--- src/rtl/sreg_deser_pkg.sv ---
// Shared definitions for the serial-to-parallel deserialiser.
//   clog2_min1  : ceil(log2(n)) floored at 1, for counter and pointer widths
//   bit_order_e : symbolic names for the two bit orders
package sreg_deser_pkg;

  typedef enum logic {
    BIT_LSB_FIRST = 1'b0,
    BIT_MSB_FIRST = 1'b1
  } bit_order_e;

  function automatic int clog2_min1(input int n);
    int r;
    r = 0;
    while ((1 << r) < n) r++;
    return (r < 1) ? 1 : r;
  endfunction

endpackage

--- src/rtl/sreg_deser_stream_sync_fifo.sv ---
// Synchronous FIFO with first-word fall-through output.
//   clk, rst   : clock, synchronous active-high reset (pointers only)
//   push, din  : write request and data; accepted when not full, or when
//                full and a pop happens on the same edge
//   pop        : remove head word; ignored when empty
//   dout       : head word, reads as zero while empty
//   full/empty : occupancy flags
module sync_fifo
  import sreg_deser_pkg::*;
#(
  parameter int WIDTH = 8,
  parameter int DEPTH = 4
) (
  input  logic             clk,
  input  logic             rst,
  input  logic             push,
  input  logic [WIDTH-1:0] din,
  input  logic             pop,
  output logic [WIDTH-1:0] dout,
  output logic             full,
  output logic             empty
);

  localparam int AW = clog2_min1(DEPTH);
  localparam int PW = AW + 1;

  logic [WIDTH-1:0] mem [DEPTH];
  logic [PW-1:0]    wr_ptr;
  logic [PW-1:0]    rd_ptr;
  logic             do_push;
  logic             do_pop;

  // Pointers carry one extra wrap bit so full and empty are distinguishable.
  assign empty   = (wr_ptr == rd_ptr);
  assign full    = (wr_ptr[AW] != rd_ptr[AW]) && (wr_ptr[AW-1:0] == rd_ptr[AW-1:0]);
  assign do_pop  = pop && !empty;
  assign do_push = push && (!full || do_pop);

  // When full with a simultaneous pop, the write lands in the slot being
  // vacated; the old head has already been consumed through dout.
  assign dout = empty ? '0 : mem[rd_ptr[AW-1:0]];

  always_ff @(posedge clk) begin
    if (rst) begin
      wr_ptr <= '0;
      rd_ptr <= '0;
    end else begin
      if (do_push) wr_ptr <= wr_ptr + 1'b1;
      if (do_pop)  rd_ptr <= rd_ptr + 1'b1;
    end
  end

  always_ff @(posedge clk) begin
    if (do_push) mem[wr_ptr[AW-1:0]] <= din;
  end

endmodule

--- src/rtl/sreg_deser_stream.sv ---
// Serial-to-parallel deserialiser with a buffered valid/ready word output.
//   clk, rst      : clock, synchronous active-high reset
//   serial_in     : serial data bit, sampled when serial_valid=1
//   serial_valid  : qualifies serial_in on this edge
//   align         : restarts word framing; discards the bit on this edge
//   out_data      : head word of the output buffer (zero when empty)
//   out_valid     : out_data holds a word
//   out_ready     : consumer accepts out_data when out_valid & out_ready
//   overflow      : sticky flag, a completed word was dropped
//   drop_count    : saturating count of dropped words
//   bit_idx       : bits already collected in the current partial word
module sreg_deser_stream
  import sreg_deser_pkg::*;
#(
  parameter int WORD_W     = 8,
  parameter int LSB_FIRST  = 1,
  parameter int FIFO_DEPTH = 4,
  parameter int CNT_W      = 8
) (
  input  logic                          clk,
  input  logic                          rst,
  input  logic                          serial_in,
  input  logic                          serial_valid,
  input  logic                          align,
  output logic [WORD_W-1:0]             out_data,
  output logic                          out_valid,
  input  logic                          out_ready,
  output logic                          overflow,
  output logic [CNT_W-1:0]              drop_count,
  output logic [clog2_min1(WORD_W)-1:0] bit_idx
);

  localparam int BI_W = clog2_min1(WORD_W);

  logic [WORD_W-1:0] sr;
  logic [WORD_W-1:0] sr_shift;
  logic              last_bit;
  logic              word_done;
  logic              pop;
  logic              drop;
  logic              fifo_full;
  logic              fifo_empty;

  always_comb begin
    if (LSB_FIRST != 0) sr_shift = {serial_in, sr[WORD_W-1:1]};
    else                sr_shift = {sr[WORD_W-2:0], serial_in};
  end

  assign last_bit  = (bit_idx == BI_W'(WORD_W - 1));
  // align suppresses completion even on the final bit of a word.
  assign word_done = serial_valid && !align && last_bit;
  assign out_valid = !fifo_empty;
  assign pop       = out_valid && out_ready;
  // A full buffer still takes the word if a pop frees a slot on this edge.
  assign drop      = word_done && fifo_full && !pop;

  always_ff @(posedge clk) begin
    if (rst) begin
      bit_idx    <= '0;
      sr         <= '0;
      overflow   <= 1'b0;
      drop_count <= '0;
    end else begin
      if (align) begin
        bit_idx <= '0;
        sr      <= '0;
      end else if (serial_valid) begin
        sr      <= sr_shift;
        bit_idx <= last_bit ? '0 : bit_idx + 1'b1;
      end
      if (drop) begin
        overflow <= 1'b1;
        if (drop_count != {CNT_W{1'b1}}) drop_count <= drop_count + 1'b1;
      end
    end
  end

  sync_fifo #(
    .WIDTH (WORD_W),
    .DEPTH (FIFO_DEPTH)
  ) u_fifo (
    .clk   (clk),
    .rst   (rst),
    .push  (word_done),
    .din   (sr_shift),
    .pop   (pop),
    .dout  (out_data),
    .full  (fifo_full),
    .empty (fifo_empty)
  );

endmodule

--- config.mk ---
export PLATFORM = sky130hd
export DESIGN_NAME = sreg_deser_stream
export DESIGN_NICKNAME = d
export VERILOG_FILES = /design/src/rtl/sreg_deser_pkg.sv /design/src/rtl/sreg_deser_stream_sync_fifo.sv /design/src/rtl/sreg_deser_stream.sv
export SDC_FILE = /design/constraint.sdc
export NUM_CORES = 1
export LEC_CHECK = 0
export ABC_AREA = 1
export CAP_MARGIN = 40
export CORE_UTILIZATION = 30
export DETAILED_ROUTE_END_ITERATION = 8
export DONT_BUFFER_PORTS = 1
export HOLD_SLACK_MARGIN = 0.12
export SKIP_CTS_REPAIR_TIMING = 1
export SLEW_MARGIN = 30
export SYNTH_ARGS = -nofsm -noshare
export SYNTH_HDL_FRONTEND = slang
export SYNTH_SLANG_ARGS = --single-unit
--- constraint.sdc ---
create_clock -name clk -period 4.1 [get_ports clk]
set_clock_uncertainty 0.1 [all_clocks]
set_input_delay 0.82 -clock clk [delete_from_list [all_inputs] [get_ports clk]]
set_output_delay 0.82 -clock clk [all_outputs]
set_load 0.01 [all_outputs]
== Word-level counts from Yosys, hierarchy flattened ==
Memories as Yosys holds them, arrays and structs flattened. A register that Yosys moved wholly into a read port is not among the register bits.
Cells that the tools add are included.
Storage, ports and cells
  register bits: 26
  bits in writable memories: 32
  memories kept: 1
Memory list
  u_fifo.mem: depth 4, bits a word 8, rd ports 1, clocked after memory_dff 1, write ports 1, RTL line sreg_deser_stream_sync_fifo.sv:27  | logic [WIDTH-1:0] mem [DEPTH];
Cells by class
  add/sub/neg operators: 4
  equal/unequal tests: 5
  muxes and demuxes: 6
  reductions and logical operators: 15
Operators with widths (count)
  3-bit by 1-bit adder with 3-bit output, second input constant: 3
  8-bit by 1-bit adder with 8-bit output, second input constant: 1
  1-bit logical AND: 8
  8-bit 2-to-1 mux: 1
  8-bit inequality test, second input constant: 1
  1-bit zero test: 4
  2-bit 2-to-1 mux: 2
  3-bit equality test: 1
  3-bit equality test, second input constant: 1
  3-bit 2-to-1 mux: 1
  2-bit equality test: 1
  1-bit 2-to-1 mux: 2
  2-bit AND reduction: 1
  2-bit OR reduction: 1
  1-bit logical OR: 1
  1-bit inequality test: 1

== Longest topological paths before layout ==
  word-level depth: 8
  mapped depth: 9
  mapped depth without buffers: 9

== By module ==
Synthesis repeated with hierarchy kept, for this count alone.
Unflattened totals
  cell total of the unflattened synthesis: 293
  area, all modules: 2678.8 um^2
Modules (own cells, without submodules)
  sync_fifo: times used 1, cells an instance 160, area each 1742.9 um^2
  sreg_deser_stream: times used 1, cells an instance 133, area each 935.9 um^2

== Worst setup path after synthesis ==
OpenSTA, ideal clock, no wires.
  path kind: in2reg
  from: input port serial_valid
  to: memory u_fifo.mem[0][0], enable pin
  data arrival time: 1.650 ns
  required time: 3.629 ns
  path slack: 1.979 ns
  stages on the path: 4
  cell sequence: inv_2 nor3_4 nand2_2 nor2_1
Between the ends
  longest elaborated chain between the ends: 5
Ends and longest elaborated chain
  start, declared: RTL line sreg_deser_stream.sv:23  | input logic serial_valid,
  1-bit logical AND (2 in a row): RTL line sreg_deser_stream.sv:51  | assign word_done = serial_valid && !align && last_bit;
  1-bit logical AND: RTL line sreg_deser_stream_sync_fifo.sv:37  | assign do_push = push && (!full || do_pop);
  1-bit 2-to-1 mux: RTL line sreg_deser_stream_sync_fifo.sv:54  | if (do_push) mem[wr_ptr[AW-1:0]] <= din;
  1-bit 2-to-1 mux (implied by the code): RTL line sreg_deser_stream_sync_fifo.sv:54
  end, declared: RTL line sreg_deser_stream_sync_fifo.sv:27
Every way passes these cells.

==> reports/metrics.cfg <==
[worst_setup_path]
ff2ff_path_depth=6
rrSetupSlack_ps=1820
max_stage_delay_ps=630
arrival_ps=1770
cp_max_fo=17
worstSetupStartpointType=flop
rr_startpoint=bit_idx[0]$_SDFFE_PP0P_
crit_type=flop to primary output
critPathCaptureType=primary output
cp_common_cell=inv_1
r2r_end=u_fifo.mem[3][5]$_DFFE_PP_
cp_cell_sequence=inv_1, nor2_1, o32ai_1, nand2_1, inv_1
required_ps=3180
worst_path_max_delay_cell=dfxtp_1

[timing]
post-route-min-period_ps=2690
max_slew_margin=0.539
finalSetupViolations=0
max_freq_mhz=371
min_period_over_period=0.657
slew_violations=0
tightest_slew_ps=689
rsz0062_at_grt=false
fin_setup_tns_ps=0
finalHoldViolations=0

[flow_run]
max_cap_viol_count=0

[global_routing]
grt_antenna_before_repair=0
track_usage=0.126
grt.overflow.total=0
grt_first_pass_wirelength_um=8370
grt_max_degree=18
grt_pass1_vias=1666

[power_and_ir_drop]
p_sw_uw=271
p_per_area_nw_per_um2=468
clkPwrFrac=0.495
intPower_uw=1110
seq_power_share=0.462
p_sw_frac=0.197
combPwrFrac=0.043
leakage_uw=0.00116
peakVddDrop_mv=0.195

[hold_path]
whs_path_depth=2
hold_path_end=u_fifo.rd_ptr[2]$_SDFFE_PP0N_
hp-start=u_fifo.rd_ptr[2]$_SDFFE_PP0N_
hp-class=flop to flop

[clock_network]
htree_levels=3
cts_inserted_buffers=9
cts_sinks=59
cts_buffer_depth=2
clkLatencyLatePin_ps=320
path_clk_slew_ps=60
cts_tree=built
cts-root-buf=clkbuf_8

[layout]
finish.net_count=301
area_growth_pct=14.3
drive_above_1_share=0.0788
antenna_cells=0
final_common_cell=nand2_1
final_cell_mix=nand2_1 (58), nor2_1 (55), inv_1 (33)
multi_input_area_um2=915
seqCellArea_um2=1500
final_cells=397
fillers=831

[drt]
wl_met3_um=313
drt_pass1_iterations=6
drt.antenna.violating_nets=0
drt_iter0_drc=151
drc=0
top_layer=met4
drt_wl_total_um=5150
drt-met1-wl_um=2480
met2_length_um=2340
vias_per_cell=4.56
wl_per_cell_um=13.0
num_vias=1811

[synth]
syn_area_um2=2570
syn_avg_cell_area_um2=9.15
syn-num-nets=295
ys_types=26
synth_cells=281
ys_warn_count=0
ys_ff_latch=59
synth-seq-area-share=0.584

[die]
pin_count=27
die_h_um=94.6
die_area_um2=8950
core-area_um2=8260
initial_core_util=0.312
die_w_um=94.6
rows=33

[run_status]
status=completed

[place]
place_hpwl_um=3700
placed_cells=381
numPortBuffers=0
place.gp.congestion=0.731

## sequential cells by signal, summed over array words and instances (netlist names), named ones only
signal,count
u_fifo.mem,32
bit_idx,3
sr,7
u_fifo.rd_ptr,3
u_fifo.wr_ptr,3
drop_count,8
overflow,1
## worst max-delay path, delay by kind of cell, from the launching register on
| kind | cells | cell delay [ps] |
|---|---|---|
| flip-flops | 1 | 630 |
| buffers and inverters | 2 | 430 |
| AND/OR/NAND/NOR | 2 | 280 |
| AO/OA/AOI/OAI | 1 | 110 |
## how the worst max path moves through the flow
stage / end / startpoint / cells after the start / slack (ps)
2_1_floorplan: u_fifo.mem[0][0]$_DFFE_PP_ / serial_valid / 4 / 1980
3_3_place_gp: u_fifo.mem[0][6]$_DFFE_PP_ / serial_valid / 4 / 1790
3_5_place_dp: u_fifo.mem[3][3]$_DFFE_PP_ / serial_valid / 4 / 1710
4_1_cts: out_data[6] / flop / 5 / 1390
5_1_grt: out_data[0] / flop / 5 / 1130
6_report: out_data[6] / flop / 5 / 1410
## stage by stage
step	power, uW	instance area [um2]	hold slack [ps]	setup WS [ps]	util
global route	1430	2940	426	1130	0.356
global placement	708	2680	389	1790	0.325
CTS	1390	2940	408	1390	0.356
floorplan	696	2570	360	1980	-
detailed placement	709	2680	400	1710	0.325
finish	1380	2940	406	1410	0.356
## cells by family after synthesis
kind of cell    share of synthesized area
compound gates                     0.0895
xor+xnor                           0.0170
simple gates                        0.210
buf+inv                            0.0608
fa+ha+maj                          0.0389
flops                               0.584
## final cells by class
class,instances,area share
Sequential cell,59,0.511
Multi-Input combinational cell,181,0.311
Inverter,36,0.0460
Tap cell,105,0.0447
Clock inverter,6,0.0438
Clock buffer,10,0.0434
## metal layers
layer  GRT usage  up-vias
li1            -      933
met1       0.162      829
met2       0.190       47
met3      0.0539        2
met4      0.0391        0
met5           0        -
## Yosys cell counts
master	count	area, um2
o21bai_1	2	15.0
o21a_1	1	7.51
nor2_1	55	206
inv_2	2	7.51
a211oi_1	1	7.51
xnor2_1	1	8.76
clkinv_1	1	3.75
inv_1	33	124
nand2_1	58	218
nor2_2	2	12.5
o32ai_1	8	70.1
nand4_2	1	12.5
nand4_1	1	6.26
clkbuf_1	3	11.3
nand2_2	2	12.5
xor2_1	4	35.0
nand3_1	7	35.0
nor3_4	1	16.3
ha_1	8	100
dfxtp_1	27	541
a21oi_1	12	60.1
edfxtp_1	32	961
o21ai_0	14	70.1
buf_2	2	10.0
nor2_4	1	11.3
nor3_1	2	10.0
## power by group through the flow
stage,Sequential [uW],Combinational [uW],Clock (uW)
finish,636,59.4,681
global route,637,69.2,722
CTS,636,60.5,695
detailed placement,649,60.6,0
global placement,649,59.2,0
floorplan,641,54.7,0
Note: power is estimated with default switching activity, not from simulation.
